### config.mk
export PLATFORM = sky130hd
export DESIGN_NAME = mm_stream_tx_flat
export DESIGN_NICKNAME = d
export VERILOG_FILES = /design/src/rtl/mm_pkg.sv /design/src/rtl/mm_stream_tx_if.sv /design/src/rtl/mm_tx_regfile.sv /design/src/rtl/mm_stream_tx.sv /design/src/flat_wrapper.sv
export SDC_FILE = /design/constraint.sdc
export NUM_CORES = 1
export LEC_CHECK = 0
export BUFFER_PORTS_ARGS = -buffer_cell sky130_fd_sc_hd__buf_2
export CORE_ASPECT_RATIO = 1.4
export CORE_UTILIZATION = 55
export DETAILED_ROUTE_END_ITERATION = 6
export PLACE_DENSITY = 0.76
export SETUP_SLACK_MARGIN = 0.1
export SYNTH_ARGS = -nofsm -noshare
export SYNTH_HDL_FRONTEND = slang
export SYNTH_SLANG_ARGS = --single-unit
### constraint.sdc
create_clock -name clk -period 2.8 [get_ports clk]
set_input_delay 0.14 -clock clk [delete_from_list [all_inputs] [get_ports clk]]
set_output_delay 0.14 -clock clk [all_outputs]
set_load 0.03 [all_outputs]
### src/rtl/mm_pkg.sv
// Shared types and defaults for the matrix-multiply input stream source.
package mm_pkg;
  localparam int MM_DATA_W = 8;
  localparam int MM_DIM_W  = 2;

  typedef enum logic [2:0] {
    IDLE, SEND_M1, SEND_M2, WAIT_HI, WAIT_LO, DONE
  } tx_state_e;

  typedef logic [MM_DIM_W-1:0] dim_t;
endpackage

### src/rtl/mm_stream_tx_if.sv
// Element stream toward the MM controller plus its status handshake.
interface mm_stream_tx_if #(parameter int DATA_W = 8);
  logic              tx_valid;
  logic [DATA_W-1:0] tx_data;
  logic              col_end;
  logic              row_end;
  logic              mm_busy;
  logic              mm_valid;
  logic              mm_is_legal;

  modport master (output tx_valid, tx_data, col_end, row_end,
                  input  mm_busy, mm_valid, mm_is_legal);
  modport slave  (input  tx_valid, tx_data, col_end, row_end,
                  output mm_busy, mm_valid, mm_is_legal);
endinterface

### src/rtl/mm_tx_regfile.sv
// Two operand banks, one write port, one combinational read port.
module mm_tx_regfile
  import mm_pkg::*;
#(
  parameter int DATA_W = MM_DATA_W,
  parameter int DIM_W  = MM_DIM_W
) (
  input  logic                 clk,
  input  logic                 we,
  input  logic                 wsel,
  input  logic [2*DIM_W-1:0]   waddr,
  input  logic [DATA_W-1:0]    wdata,
  input  logic                 rsel,
  input  logic [2*DIM_W-1:0]   raddr,
  output logic [DATA_W-1:0]    rdata
);
  localparam int DEPTH = 1 << (2*DIM_W);

  // Contents are deliberately not reset.
  logic [DATA_W-1:0] mem [2*DEPTH];

  always_ff @(posedge clk)
    if (we) mem[{wsel, waddr}] <= wdata;

  assign rdata = mem[{rsel, raddr}];
endmodule

### src/rtl/mm_stream_tx.sv
// Streams M1 then M2 row-major with col/row framing, then tracks the
// controller's busy window, counting result beats.
module mm_stream_tx
  import mm_pkg::*;
#(
  parameter int DATA_W = MM_DATA_W,
  parameter int DIM_W  = MM_DIM_W
) (
  input  logic                 clk,
  input  logic                 rst_n,
  input  logic                 cfg_we,
  input  logic                 cfg_sel,
  input  logic [2*DIM_W-1:0]   cfg_addr,
  input  logic [DATA_W-1:0]    cfg_wdata,
  output logic                 cfg_ready,
  input  logic                 start,
  input  logic [DIM_W-1:0]     m1_rows,
  input  logic [DIM_W-1:0]     m1_cols,
  input  logic [DIM_W-1:0]     m2_rows,
  input  logic [DIM_W-1:0]     m2_cols,
  mm_stream_tx_if.master       mm,
  output logic [2*DIM_W:0]     res_cnt,
  output logic                 illegal_seen,
  output logic                 done
);
  tx_state_e         state;
  logic [DIM_W-1:0]  row, col;
  logic [DIM_W-1:0]  m1r, m1c, m2r, m2c;
  logic [DIM_W-1:0]  cur_rows, cur_cols;
  logic [DATA_W-1:0] rdata;
  logic              sending;

  assign sending   = (state == SEND_M1) || (state == SEND_M2);
  assign cur_rows  = (state == SEND_M2) ? m2r : m1r;
  assign cur_cols  = (state == SEND_M2) ? m2c : m1c;
  assign cfg_ready = (state == IDLE);
  assign done      = (state == DONE);

  // Framing is decoded straight from state so reset clears it asynchronously.
  assign mm.tx_valid = sending;
  assign mm.tx_data  = sending ? rdata : '0;
  assign mm.col_end  = sending && (col == cur_cols);
  assign mm.row_end  = sending && (col == cur_cols) && (row == cur_rows);

  mm_tx_regfile #(.DATA_W(DATA_W), .DIM_W(DIM_W)) u_rf (
    .clk   (clk),
    .we    (cfg_we && cfg_ready),
    .wsel  (cfg_sel),
    .waddr (cfg_addr),
    .wdata (cfg_wdata),
    .rsel  (state == SEND_M2),
    .raddr ({row, col}),
    .rdata (rdata)
  );

  always_ff @(posedge clk or negedge rst_n) begin
    if (!rst_n) begin
      state        <= IDLE;
      row          <= '0;
      col          <= '0;
      m1r          <= '0;
      m1c          <= '0;
      m2r          <= '0;
      m2c          <= '0;
      res_cnt      <= '0;
      illegal_seen <= 1'b0;
    end else begin
      case (state)
        IDLE: if (start) begin
          m1r          <= m1_rows;
          m1c          <= m1_cols;
          m2r          <= m2_rows;
          m2c          <= m2_cols;
          row          <= '0;
          col          <= '0;
          res_cnt      <= '0;
          illegal_seen <= 1'b0;
          state        <= SEND_M1;
        end
        SEND_M1, SEND_M2: begin
          if (col == cur_cols) begin
            col <= '0;
            if (row == cur_rows) begin
              row   <= '0;
              state <= (state == SEND_M1) ? SEND_M2 : WAIT_HI;
            end else begin
              row <= row + 1'b1;
            end
          end else begin
            col <= col + 1'b1;
          end
        end
        WAIT_HI: if (mm.mm_busy)  state <= WAIT_LO;
        WAIT_LO: if (!mm.mm_busy) state <= DONE;
        DONE:    state <= IDLE;
        default: state <= IDLE;
      endcase

      if ((state == WAIT_HI || state == WAIT_LO) && mm.mm_valid) begin
        if (res_cnt != '1) res_cnt <= res_cnt + 1'b1;
        if (!mm.mm_is_legal) illegal_seen <= 1'b1;
      end
    end
  end
endmodule
### src/flat_wrapper.sv
// flat-port wrapper written by rule: the top's interface ports become plain ports
module mm_stream_tx_flat import mm_pkg::*;
#(
  parameter int DATA_W = MM_DATA_W,
  parameter int DIM_W  = MM_DIM_W
)
  (clk, rst_n, cfg_we, cfg_sel, cfg_addr, cfg_wdata, cfg_ready, start, m1_rows, m1_cols, m2_rows, m2_cols, res_cnt, illegal_seen, done, mm_tx_valid, mm_tx_data, mm_col_end, mm_row_end, mm_mm_busy, mm_mm_valid, mm_mm_is_legal);
  mm_stream_tx_if #(.DATA_W(DATA_W)) mm_i ();
  input  logic clk;
  input  logic rst_n;
  input  logic cfg_we;
  input  logic cfg_sel;
  input  logic [2*DIM_W-1:0] cfg_addr;
  input  logic [DATA_W-1:0] cfg_wdata;
  output logic cfg_ready;
  input  logic start;
  input  logic [DIM_W-1:0] m1_rows;
  input  logic [DIM_W-1:0] m1_cols;
  input  logic [DIM_W-1:0] m2_rows;
  input  logic [DIM_W-1:0] m2_cols;
  output logic [2*DIM_W:0] res_cnt;
  output logic illegal_seen;
  output logic done;
  output wire logic [$bits(mm_i.tx_valid)-1:0] mm_tx_valid;
  output wire logic [$bits(mm_i.tx_data)-1:0] mm_tx_data;
  output wire logic [$bits(mm_i.col_end)-1:0] mm_col_end;
  output wire logic [$bits(mm_i.row_end)-1:0] mm_row_end;
  input wire logic [$bits(mm_i.mm_busy)-1:0] mm_mm_busy;
  input wire logic [$bits(mm_i.mm_valid)-1:0] mm_mm_valid;
  input wire logic [$bits(mm_i.mm_is_legal)-1:0] mm_mm_is_legal;
  assign mm_tx_valid = mm_i.tx_valid;
  assign mm_tx_data = mm_i.tx_data;
  assign mm_col_end = mm_i.col_end;
  assign mm_row_end = mm_i.row_end;
  assign mm_i.mm_busy = mm_mm_busy;
  assign mm_i.mm_valid = mm_mm_valid;
  assign mm_i.mm_is_legal = mm_mm_is_legal;
  mm_stream_tx #(.DATA_W(DATA_W), .DIM_W(DIM_W)) u_core (.clk(clk), .rst_n(rst_n), .cfg_we(cfg_we), .cfg_sel(cfg_sel), .cfg_addr(cfg_addr), .cfg_wdata(cfg_wdata), .cfg_ready(cfg_ready), .start(start), .m1_rows(m1_rows), .m1_cols(m1_cols), .m2_rows(m2_rows), .m2_cols(m2_cols), .mm(mm_i), .res_cnt(res_cnt), .illegal_seen(illegal_seen), .done(done));
endmodule
==> impl_metrics.toml <==
[floorplan]
rows = 60
die_area_um2 = 20500
die_x_um = 121
core_area_um2 = 19400
start_util_pct = 56.6
ioPinCount = 47
die_h_um = 169

[power_and_ir_drop]
power.internal_w = 0.00837
pwr-share-seq_pct = 41.1
power_density_nw_per_um2 = 904
cellLeakagePower_nw = 4.39
swShare_pct = 28.9
finalPower_w = 0.0118
ir_drop_v = 0.000500
switchingPower_w = 0.00340
pwr-share-comb_pct = 29.9
p_clk_share_pct = 29.0

[synth]
ys_warn_count = 0
syn_area_um2 = 11000
synth-edff-count = 256
ys.flop_type = "edfxtp_1"
ys_top_cells_by_area = "edfxtp_1 70%, mux4_2 16%, dfrtp_1 4.8%"
async_flop_share_pct = 7.58
yosysUniqueCellTypes = 39
syn_nets = 562
synth_cells = 532
synth_seq_cells = 277
synth.top_cell.area_share_pct = 70.1
yosys.area.top_type = "edfxtp_1"
ys_seq_area_share_pct = 74.9
syn_avg_cell_area_um2 = 20.6

[detailed_routing]
drcViolationCount = 0
post_drt_wl_per_cell_um = 27.4
drt-total-wl_um = 25100
antenna_left = 0
drt_first_pass_iters = 5
drt_iter0_drc = 704
vias_per_cell = 6.30
num_vias = 5776

[cells_and_area]
drive_above_1_share_pct = 35.4
area_growth_pct = 18.7
fillers = 1178
diodes = 0
finalNonFillerCells = 917
nNetsFinal = 683

[worst_setup_path]
crit_path_end_kind = "output port"
path_class = "reg -> out"
crit_fanout = 7
start_kind = "register"
arrival_ns = 2.75
crit_required_ns = 2.66

[placed_design]
gp_congestion = 0.819
dp_cells = 845
dpl.hpwl_um = 15000
port_buffers = 46

[clock_network]
htree_num_levels = 1
root_buffer = "clkbuf_16"
numClockSinks = 277
clk_pin_slew_ns = 0.07
cts_tree = "yes"
cts_buffers = 25
clk_path_buf_depth = 3
clk_latency_ns = 0.52

[timing]
fmax_ghz = 0.345
maxSlewViolCount = 0
rsz0062_at_grt = "yes"
worstMarginPinSlew_ns = 0.893
timing.final.ws_setup_ns = -0.0945
finalSetupTns_ns = -0.547
finalSetupViolCount = 8
finalCritPeriodShare_pct = 103
min_period_ns = 2.89
hold_viol = 0
relSlewSlack_pct = 40.4
finClkSkew_ns = 0.0127

[grt]
antenna_found_initial = 0
grt_pass1_vias = 5832
grt_max_degree = 34
globalRoute.totalOverflow = 0
grt_pass1_wl_um = 37100
grtUsageTotal_pct = 25.6

[outcome]
status = "finished with violations"
violations = "negative setup slack"

[flow_run]
cap_violations = 0

[min_path]
min_path_type = "in -> async"
==> cell families after synthesis <==
| family | Yosys count | share of synthesized area [%] |
|---|---|---|
| AND/OR/NAND/NOR | 104 | 4.27 |
| buffers and inverters | 31 | 1.43 |
| flip-flops | 277 | 74.9 |
| adder cells (fa/ha/maj) | 2 | 0.228 |
| multiplexers | 85 | 16.9 |
| XOR/XNOR | 6 | 0.479 |
| AO/OA/AOI/OAI | 27 | 1.81 |
==> power groups by stage <==
stage	clock (W)	combinational [W]	sequential, W
2_1_floorplan	0	0.00212	0.00484
3_3_place_gp	0	0.00280	0.00497
3_5_place_dp	0	0.00287	0.00498
4_1_cts	0.00346	0.00333	0.00484
5_1_grt	0.00360	0.00370	0.00485
6_report	0.00342	0.00352	0.00484
==> final cells by class <==
class,count,area [um^2],share of cell area (%)
multi-input combinational,224,2630,20.2
timing repair buffer,119,1020,7.82
tap,248,310,2.38
clock buffer,28,637,4.89
clock inverter,15,184,1.41
inverter,6,22.5,0.173
sequential,277,8220,63.2
==> flip-flops by register name, indices dropped and copies added, names as in the netlist <==
register / flops
u_core.res_cnt: 5
u_core.illegal_seen: 1
u_core.u_rf.mem: 256
u_core.m1c: 2
u_core.state: 3
u_core.m2c: 2
u_core.m1r: 2
u_core.row: 2
u_core.col: 2
u_core.m2r: 2
==> worst max-delay path, stage by stage, from the launching register on <==
cell and delay [ns]:
dfrtp_4 0.45, buf_12 0.16, buf_12 0.14, mux4_2 0.58
mux4_2 0.53, a22o_1 0.24, buf_6 0.14
==> synthesized netlist by cell type (2+ instances only) <==
| library cell | number |
|---|---|
| edfxtp_1 | 256 |
| nand3_1 | 5 |
| buf_1 | 2 |
| o21ai_0 | 6 |
| mux2i_1 | 5 |
| buf_6 | 4 |
| nand2_1 | 37 |
| mux4_2 | 80 |
| or3b_2 | 2 |
| a22o_1 | 8 |
| a21o_1 | 2 |
| clkbuf_1 | 11 |
| ha_1 | 2 |
| o41ai_1 | 2 |
| a21oi_1 | 2 |
| nand4_1 | 2 |
| nand2b_1 | 2 |
| or3_1 | 2 |
| dfrtp_1 | 21 |
| inv_1 | 6 |
| nor2_1 | 43 |
| xor2_1 | 3 |
| and2_1 | 2 |
| xnor2_1 | 3 |
| nand3b_1 | 3 |
| buf_2 | 8 |
==> repair_timing <==
item / in CTS / in global routing
gates cloned: 2 / 1
pin swaps: 5 / 1
hold buffers: 12 / 0
hold endpoints to repair: 33 / 0
resized for setup: 22 / 8
setup buffers: 8 / 6
setup endpoints to repair: 10 / 10
==> stage by stage <==
| stage | hold WS, ns | utilization (%) | area, um^2 | setup slack (ns) |
|---|---|---|---|---|
| 2_1_floorplan | -0.156 | - | 11000 | 0.292 |
| 3_3_place_gp | 0.107 | 60.8 | 11800 | 0.269 |
| 3_5_place_dp | 0.129 | 60.8 | 11800 | 0.247 |
| 4_1_cts | 0.124 | 66.7 | 12900 | -0.102 |
| 5_1_grt | 0.170 | 67.2 | 13000 | -0.153 |
| 6_report | 0.136 | 67.2 | 13000 | -0.0945 |
==> routing by layer <==
metal,wire [um],up-vias,track usage [%],share of wire (%)
met5,0,-,0,0
met4,1060,0,9.82,4.2
met3,1650,63,3.34,6.6
met2,13500,310,45.3,54
met1,8920,2983,31.8,36
li1,-,2420,-,-
==> path summary, 6_finish.rpt <==
check / from / slack [ns] / cells after the start / endpoint
min in group clk: mm_mm_valid / 0.14 / 4 / u_core.res_cnt[0]$_DFF_PN0_
worst max register to register: u_core.state[2]$_DFFE_PN0P_ / 0.29 / 8 / u_core.state[1]$_DFFE_PN0P_
max in group asynchronous: rst_n / 2.27 / 2 / u_core.col[1]$_DFFE_PN0P_
worst min-delay path: rst_n / 0.14 / 2 / u_core.m2r[1]$_DFFE_PN0P_
worst min register to register: u_core.m1r[0]$_DFFE_PN0P_ / 0.49 / 2 / u_core.m1r[0]$_DFFE_PN0P_
worst max-delay path: u_core.col[0]$_DFFE_PN0P_ / -0.09 / 6 / mm_tx_data[5]
==> placed cells by master, fill, tap and decap left out, types with 2 or more instances in the layout <==
| master | netlist | final |
|---|---|---|
| bufinv_16 | 0 | 4 |
| clkbuf_1 | 11 | 3 |
| a21oi_1 | 2 | 2 |
| buf_6 | 4 | 8 |
| ha_1 | 2 | 2 |
| a22o_1 | 8 | 8 |
| a21o_1 | 2 | 2 |
| inv_1 | 6 | 6 |
| nand3_1 | 5 | 4 |
| clkbuf_16 | 0 | 26 |
| clkinv_1 | 0 | 3 |
| xnor2_1 | 3 | 2 |
| dlygate4sd3_1 | 0 | 12 |
| and2_1 | 2 | 2 |
| dfrtp_1 | 21 | 16 |
| edfxtp_1 | 256 | 256 |
| or3b_2 | 2 | 2 |
| o21ai_0 | 6 | 6 |
| buf_16 | 0 | 3 |
| nor2_1 | 43 | 42 |
| nand4_1 | 2 | 2 |
| nand2b_1 | 2 | 2 |
| mux2i_1 | 5 | 4 |
| o41ai_1 | 2 | 2 |
| dfrtp_4 | 0 | 2 |
| buf_2 | 8 | 38 |
| clkinvlp_4 | 0 | 2 |
| mux4_2 | 80 | 80 |
| clkinv_2 | 0 | 4 |
| nand3b_1 | 3 | 3 |
| nand2_1 | 37 | 37 |
| xor2_1 | 3 | 3 |
| or3_1 | 2 | 2 |
| dfrtp_2 | 0 | 3 |
| buf_12 | 0 | 6 |
| buf_4 | 0 | 50 |
(Power assumes the default switching activity.)
